$ cat src/rtl/serializer_pkg.sv
// -----------------------------------------------------------------------------
// serializer_pkg
// Shared types and constants for the word-to-byte frame serializer.
//   state_e       : frame FSM states (IDLE, HEADER, PAYLOAD, CHECKSUM)
//   byte_width_lp : width of one output byte
// -----------------------------------------------------------------------------
package serializer_pkg;

    localparam int byte_width_lp = 8;

    typedef enum logic [1:0] {
        IDLE     = 2'd0,
        HEADER   = 2'd1,
        PAYLOAD  = 2'd2,
        CHECKSUM = 2'd3
    } state_e;

endpackage

$ cat src/rtl/counter.sv
// -----------------------------------------------------------------------------
// counter
// Up counter with synchronous clear and asynchronous active-low reset.
// Ports:
//   i_clk   : clock
//   i_rst_n : asynchronous active-low reset (count -> 0)
//   i_clr   : synchronous clear, wins over i_up
//   i_up    : increment by one
//   o_count : current count
// -----------------------------------------------------------------------------
module counter #(
    parameter int width_p = 2
) (
    input  logic               i_clk,
    input  logic               i_rst_n,
    input  logic               i_clr,
    input  logic               i_up,
    output logic [width_p-1:0] o_count
);

    logic [width_p-1:0] r_count;

    always_ff @(posedge i_clk or negedge i_rst_n) begin
        if (!i_rst_n) begin
            r_count <= '0;
        end else if (i_clr) begin
            r_count <= '0;
        end else if (i_up) begin
            r_count <= r_count + 1'b1;
        end
    end

    assign o_count = r_count;

endmodule

$ cat src/rtl/word_byte_serializer.sv
// -----------------------------------------------------------------------------
// word_byte_serializer
// Pops one word over valid/ready and emits it as a byte frame:
//   [header] payload bytes LSB first [XOR checksum of payload bytes]
// Ports:
//   clk_i    : clock, all state on rising edge
//   reset_ni : asynchronous active-low reset, aborts any frame in progress
//   data_i   : input word
//   valid_i  : input word available
//   ready_o  : serializer accepts a word (only in IDLE, registered)
//   data_o   : output byte
//   valid_o  : output byte valid
//   ready_i  : downstream accepts the byte
//   busy_o   : a frame is in progress
// Handshake: a transfer happens on a rising edge where valid and ready are both
// high. Once valid_o is raised, valid_o and data_o hold until ready_i is seen;
// ready_o never depends combinationally on ready_i.
// -----------------------------------------------------------------------------
module word_byte_serializer
    import serializer_pkg::*;
#(
    parameter int          word_width_p  = 32,
    parameter bit          header_en_p   = 1'b1,
    parameter logic [7:0]  header_val_p  = 8'hA5,
    parameter bit          checksum_en_p = 1'b1
) (
    input  logic                    clk_i,
    input  logic                    reset_ni,
    input  logic [word_width_p-1:0] data_i,
    input  logic                    valid_i,
    output logic                    ready_o,
    output logic [7:0]              data_o,
    output logic                    valid_o,
    input  logic                    ready_i,
    output logic                    busy_o
);

    localparam int N     = word_width_p / byte_width_lp;
    localparam int IDX_W = (N > 1) ? $clog2(N) : 1;
    localparam logic [IDX_W-1:0] LAST_IDX = IDX_W'(N - 1);

    state_e                  r_state;
    state_e                  w_state_next;
    logic                    r_ready;
    logic [word_width_p-1:0] r_word;
    logic [7:0]              r_csum;
    logic [IDX_W-1:0]        w_idx;
    logic                    w_accept;
    logic                    w_payload_up;
    logic                    w_last;
    logic                    w_valid;
    logic [7:0]              w_data;
    logic [7:0]              w_bytes [N];

    for (genvar g = 0; g < N; g++) begin : g_bytes
        assign w_bytes[g] = r_word[g*byte_width_lp +: byte_width_lp];
    end

    assign w_accept     = valid_i & r_ready & (r_state == IDLE);
    assign w_payload_up = (r_state == PAYLOAD) & w_valid & ready_i;
    assign w_last       = (w_idx == LAST_IDX);

    // Byte index: cleared when a new word is captured and when the last
    // payload byte leaves, so a fresh frame always starts at byte 0.
    counter #(
        .width_p (IDX_W)
    ) u_idx (
        .i_clk   (clk_i),
        .i_rst_n (reset_ni),
        .i_clr   (w_accept | (w_payload_up & w_last)),
        .i_up    (w_payload_up),
        .o_count (w_idx)
    );

    always_comb begin
        w_state_next = r_state;
        w_valid      = 1'b0;
        w_data       = 8'h00;
        case (r_state)
            IDLE: begin
                if (w_accept) begin
                    w_state_next = header_en_p ? HEADER : PAYLOAD;
                end
            end
            HEADER: begin
                w_valid = 1'b1;
                w_data  = header_val_p;
                if (ready_i) begin
                    w_state_next = PAYLOAD;
                end
            end
            PAYLOAD: begin
                w_valid = 1'b1;
                w_data  = w_bytes[w_idx];
                if (ready_i && w_last) begin
                    w_state_next = checksum_en_p ? CHECKSUM : IDLE;
                end
            end
            CHECKSUM: begin
                w_valid = 1'b1;
                w_data  = r_csum;
                if (ready_i) begin
                    w_state_next = IDLE;
                end
            end
            default: begin
                w_state_next = IDLE;
            end
        endcase
    end

    always_ff @(posedge clk_i or negedge reset_ni) begin
        if (!reset_ni) begin
            r_state <= IDLE;
            r_ready <= 1'b0;
            r_word  <= '0;
            r_csum  <= 8'h00;
        end else begin
            r_state <= w_state_next;
            // Registered so ready_o stays low during reset and rises on the
            // first edge after release, without a path from ready_i.
            r_ready <= (w_state_next == IDLE);
            if (w_accept) begin
                r_word <= data_i;
                r_csum <= 8'h00;
            end else if (w_payload_up) begin
                r_csum <= r_csum ^ w_data;
            end
        end
    end

    assign ready_o = r_ready;
    assign valid_o = w_valid;
    assign data_o  = w_data;
    assign busy_o  = (r_state != IDLE);

endmodule

$ cat config.mk
export PLATFORM = sky130hd
export DESIGN_NAME = word_byte_serializer
export DESIGN_NICKNAME = d
export VERILOG_FILES = /design/src/rtl/serializer_pkg.sv /design/src/rtl/counter.sv /design/src/rtl/word_byte_serializer.sv
export SDC_FILE = /design/constraint.sdc
export NUM_CORES = 1
export LEC_CHECK = 0
export ABC_AREA = 1
export CAP_MARGIN = 10
export CORE_ASPECT_RATIO = 1.25
export CORE_MARGIN = 2
export CORE_UTILIZATION = 25
export CTS_CLUSTER_DIAMETER = 50
export CTS_CLUSTER_SIZE = 20
export DETAILED_ROUTE_END_ITERATION = 16
export GPL_TIMING_DRIVEN = 0
export SYNTH_ARGS = -nofsm -noshare
export SYNTH_HDL_FRONTEND = slang
export SYNTH_SLANG_ARGS = --single-unit
$ cat constraint.sdc
create_clock -name clk_i -period 1.42 [get_ports clk_i]
set_input_delay 0.284 -clock clk_i [delete_from_list [all_inputs] [get_ports clk_i]]
set_output_delay 0.284 -clock clk_i [all_outputs]
set_load 0.02 [all_outputs]
# Yosys cells after proc, flatten, opt, wreduce, memory -nomap -nowiden
# Cells that the tools add are included.
# word_totals
ff_bits,45
latch_bits,0
mem_bits_rw,0
rom_bits,0
wordCells,40
memories,0
# classes
n_addsub,1
n_mul,0
div_mod_pow,0
order_cmp,1
n_eq_ne,4
n_shift,0
mux,14
n_bitwise,8
n_reduce_logical,7
# op_table
operator,count
$mux 8,4
$pmux 8 s3,1
$bmux 8 s2,1
$mux 2,6
$pmux 2 s4,1
$xor 8x8->8,1
$eq 2x2->1 const B,3
$reduce_bool 2->1,3
$and 1x1->1,5
$logic_not 2->1,2
$ge 3x3->1 const B,1
$not 2->3,1
$reduce_or 3->1,1
$add 2x1->2 const B,1
$eq 2x1->1 const B,1
$logic_and 1x1->1,1
$mux 1,1
$or 1x1->1,1

# Logic depth before layout (Yosys ltp)
# logic_depth
ltp_word,8
mapped_depth,10

# Hierarchy
# Synthesis repeated with hierarchy kept, for this count alone.
# unflattened
hier_cells,258
area_unflattened_um2,2331.0
# by_module_without_submodules
module,instances,cells_each,area_per_inst_um2
word_byte_serializer,1,247,2244.7
counter,1,11,86.3

# Worst setup path before layout
# Ideal clock, no wire load.
# synth_timing
kind,register to register
from,register u_idx.r_count[0] (netlist: u_idx.o_count[0])
to,register r_csum[1]
arrival_time_ns,1.248
required_ns,1.301
path_slack_ns,0.053
stages_incl_launch_ff,11
period_less_slack_ns,1.367
path_cell_list,dfrtp_1 -> buf_6 -> inv_4 -> buf_6 -> nand2_1 -> nand3_1 -> nand3_1 -> nand2_1 -> nand3_1 -> nand2_1 -> nor2_1
# synth_via
elab_chain_cells,8
# synth_rtl
item,line_no,text
start: declaration,counter.sv:21,logic [width_p-1:0] r_count;
start signal: assignment,counter.sv:29,r_count <= r_count + 1'b1;
$not 2->3 (not written as such),word_byte_serializer.sv:94,w_data = w_bytes[w_idx];
$bmux 8 s2,word_byte_serializer.sv:94,
$mux 8 (not written as such) (2 in a row),word_byte_serializer.sv:94,
$pmux 8 s3,word_byte_serializer.sv:79,case (r_state)
via data_o[1],word_byte_serializer.sv:32,"output logic [7:0] data_o,"
$xor 8x8->8,word_byte_serializer.sv:127,r_csum <= r_csum ^ w_data;
$mux 8,word_byte_serializer.sv:126,end else if (w_payload_up) begin
$mux 8,word_byte_serializer.sv:123,if (w_accept) begin
end signal: assignment,word_byte_serializer.sv:127,
end: declaration,word_byte_serializer.sv:46,logic [7:0] r_csum;
# The timed path passes the listed nets, and every way through them passes these cells. The select of a mux whose other input is x is not followed.
# A chain may end at the register's enable or synchronous reset.

# Final worst setup path
# layout_timing
from,register u_idx.r_count[0] (netlist: u_idx.o_count[0])
to,output port data_o[2]
# layout_via
elab_chain_cells,5
# layout_rtl
item,line_no
$not 2->3 (not written as such),word_byte_serializer.sv:94
$bmux 8 s2,word_byte_serializer.sv:94
$mux 8 (not written as such) (2 in a row),word_byte_serializer.sv:94
$pmux 8 s3,word_byte_serializer.sv:79
end: declaration,word_byte_serializer.sv:32
# No other way between the ends. The select of a mux whose other input is x is not followed.

==> impl_metrics.csv <==
group,metric,value,unit
cts,clockBufferDepth,2,
sta,period_minus_slack,1.77,ns
detailed_routing,viasPerCell,4.36,
sta,timing.fmax,566,MHz
logic_synthesis,yosysSeqAreaShare,0.501,
floorplan,num_rows,38,
detailed_routing,ant_nets,0,
global_route,grt_pass1_vias,1997,
finish,n_antenna_cell,0,
critical_path,arrival,1.48,ns
logic_synthesis,avgSynthCellArea,8.74,sq um
logic_synthesis,synth_ff_type,"dfrtp_1",
floorplan,core,8700,sq um
global_route,grt_max_degree,34,
sta,worst_slack,-0.346,ns
min_path,min_path_type,"in -> async",
logic_synthesis,syn_nets,294,
sta,finalCritPeriodShare,1.24,
placed_design,gp_congestion,0.798,
detailed_routing,post_drt_wl_per_cell,13.4,um
cts,clkTransAtPathRegs,0.09,ns
finish,fin_area,3670,sq um
sta,tightest_slew,0.331,ns
logic_synthesis,synth_area_leader_cell,"dfrtp_1",
logic_synthesis,synth-seq-cells,45,
critical_path,cp_num_buf_inv,4,
critical_path,critPathLaunchType,"flip-flop",
finish,finalNonFillerCells,465,
floorplan,ios,47,
pwr,ir_worst_vdd,1.09,mV
floorplan,start_util,0.258,
critical_path,critPathLaunch,"u_idx.o_count[0]$_DFFE_PN0P_",
global_route,antenna_found_initial,0,
detailed_routing,drc_errors,0,
critical_path,worstReg2RegStart,"u_idx.o_count[0]$_DFFE_PN0P_",
logic_synthesis,ys_types,21,
critical_path,slowest_stage,"dfrtp_1",
cts,clk_latency,0.30,ns
sta,finalClockSkew,0.00949,ns
floorplan,die-area,9760,sq um
critical_path,critical_path_class,"reg -> out",
cts,clock-sinks,45,
detailed_routing,totalWireLength,6220,um
sta,slew_headroom,0.779,
global_route,grt_use_total,0.123,
finish,final_layout_size_suffix_gt1_frac,0.455,
critical_path,cp.required,1.14,ns
logic_synthesis,synth_top_area_share,0.501,
detailed_routing,first_pass_iters,4,
logic_synthesis,yosysMostFrequentCell,"nand2_1",
critical_path,worstSetupEndpointType,"output pin",
placed_design,placed_cells,424,
logic_synthesis,syn_area,2250,sq um
critical_path,slowest_delay,0.36,ns
critical_path,reg2regPathDepth,12,
cts,htreeDepth,2,
finish,syn_to_final_growth,63.4,%
finish,num-nets-final,382,
logic_synthesis,postSynthCellCount,257,
sta,hold_viol_final,0,
logic_synthesis,synth_area_leaders,"dfrtp_1 (50%), nand2_1 (11%), mux2_2 (7.5%)",
critical_path,crit_chain,"buf_6 > buf_12 > clkinv_8 > nand2_4 > nand3_2 > nand2_1 > nand2_1 > nand2_2 > buf_6",
sta,holdWs,0.412,ns
critical_path,path_delay_family,"buffers and inverters",
detailed_routing,drt_iter0_markers,102,
pwr,cellLeakagePower,0.00174,uW
outcome,status,"finished with violations",
critical_path,crit_fanout,5,
cts,root_buffer,"clkbuf_8",
finish,fillers,826,
flow_run,maxCapViolCount,0,
sta,setup_viol,21,
cts,cts_buffers,5,
detailed_routing,vias,2027,
critical_path,r2r_slack,-0.13,ns
global_route,grt_overflow,0,
sta,slew_violations,0,
logic_synthesis,yosysWarnings,0,
placed_design,post-place-ws,-0.618,ns
placed_design,portBuffers,46,
finish,fin_util,0.422,
global_route,grt_pass1_wl,9220,um
pwr,power_density,2240,nW/um^2
critical_path,reg2reg_to,"r_csum[7]$_DFFE_PN0P_",
floorplan,die_w,88.8,um
logic_synthesis,synth_common_cells,"nand2_1 (64), dfrtp_1 (45), nand3_1 (31)",
logic_synthesis,synthArstFlopShare,1.00,
floorplan,die_h,110,um
placed_design,hpwl,3970,um
sta,grt_setup_unrepaired,"true",
logic_synthesis,synth_edf_count,0,
placed_design,post_dp_cell_area,2870,sq um
outcome,violations,"setup timing",
cts,cts_tree,"done",
==> cells by family (layout without fill, tap and decap cells) <==
kind of cell	count (synthesis)	in the layout	share of synthesized area
adder cells (fa/ha/maj)	1	1	0.00557
multiplexers	16	16	0.0802
flip-flops	45	45	0.501
AO/OA/AOI/OAI	32	32	0.0730
buffers and inverters	38	125	0.0930
AND/OR/NAND/NOR	125	126	0.247
==> sequential cells by signal, summed over array words and instances, names as in the netlist <==
| signal | flops |
|---|---|
| r_word | 32 |
| r_csum | 8 |
| r_state | 2 |
| u_idx.o_count | 2 |
| ready_o | 1 |
==> layer usage <==
metal	share of wire	routed length [um]	global-route usage	vias up
met1	0.41	2570	0.143	980
met4	0.015	94	0.0433	0
met5	0	0	0	-
met2	0.54	3350	0.218	41
met3	0.032	202	0.0276	9
li1	-	-	-	997
==> power breakdown <==
| group | total, uW | switching, uW | internal (uW) | leakage (uW) |
|---|---|---|---|---|
| logic | 5190 | 2600 | 2590 | 0.00117 |
| registers | 2210 | 316 | 1890 | 0.000525 |
| clock network | 804 | 417 | 387 | 0.0000443 |
==> worst reg2reg max path: cells and delay by family (launching register included) <==
family                 cells  cell delay, ns
AO/OA/AOI/OAI              1            0.10
buffers and inverters      5            0.62
flip-flops                 1            0.39
AND/OR/NAND/NOR            6            0.34
==> layout make-up <==
class	instances	area [sq um]	area share
plain buffers	13	183	0.0498
clock buffers	7	86.3	0.0235
inverters	25	111	0.0303
multi-input cells	175	1180	0.321
flip-flops and latches	45	1130	0.307
well taps	120	150	0.0409
repair buffers	78	811	0.221
repair inverters	2	23.8	0.00648
==> worst max-delay path by stage <==
stage,endpoint,slack [ns],depth (start not counted)
after floorplan,r_csum[1]$_DFFE_PN0P_,0.05,10
after global placement,r_state[0]$_DFF_PN0_,-1.23,1
after detailed placement,data_o[4],-0.62,8
after CTS,data_o[0],-0.34,9
after global routing,data_o[2],-0.41,9
final,data_o[2],-0.35,9
==> cells in the final DEF, fill, tap and decap left out, types with 5 or more instances in the layout <==
cell type,n
a21oi_1,14
a21oi_2,10
buf_12,5
buf_4,19
buf_6,23
buf_8,5
clkbuf_8,6
clkdlybuf4s50_1,34
dfrtp_1,45
inv_1,19
mux2_2,15
nand2_1,38
nand2_2,24
nand2_4,5
nand3_1,16
nand3_2,15
nor2_1,11
nor2_2,8
nor2_4,8
o21ai_0,5
==> stage by stage <==
step / power [uW] / TNS, ns
floorplan: 4410 / 0
global placement: 5440 / -66.36
detailed placement: 5520 / -11.68
CTS: 7270 / -2.82
global route: 8740 / -5.61
finish: 8200 / -3.80
==> what timing repair did <==
item | 4_1_cts | 5_1_grt
endpoints found under the setup margin | 16 | 27
hold buffers | 1 | 0
buffers inserted | 14 | 12
pin swaps | 13 | 11
gates cloned | 5 | 2
gates resized for setup | 99 | 82
endpoints found under the hold margin | 12 | 0
No activity file was read; power rests on OpenSTA's default activity.
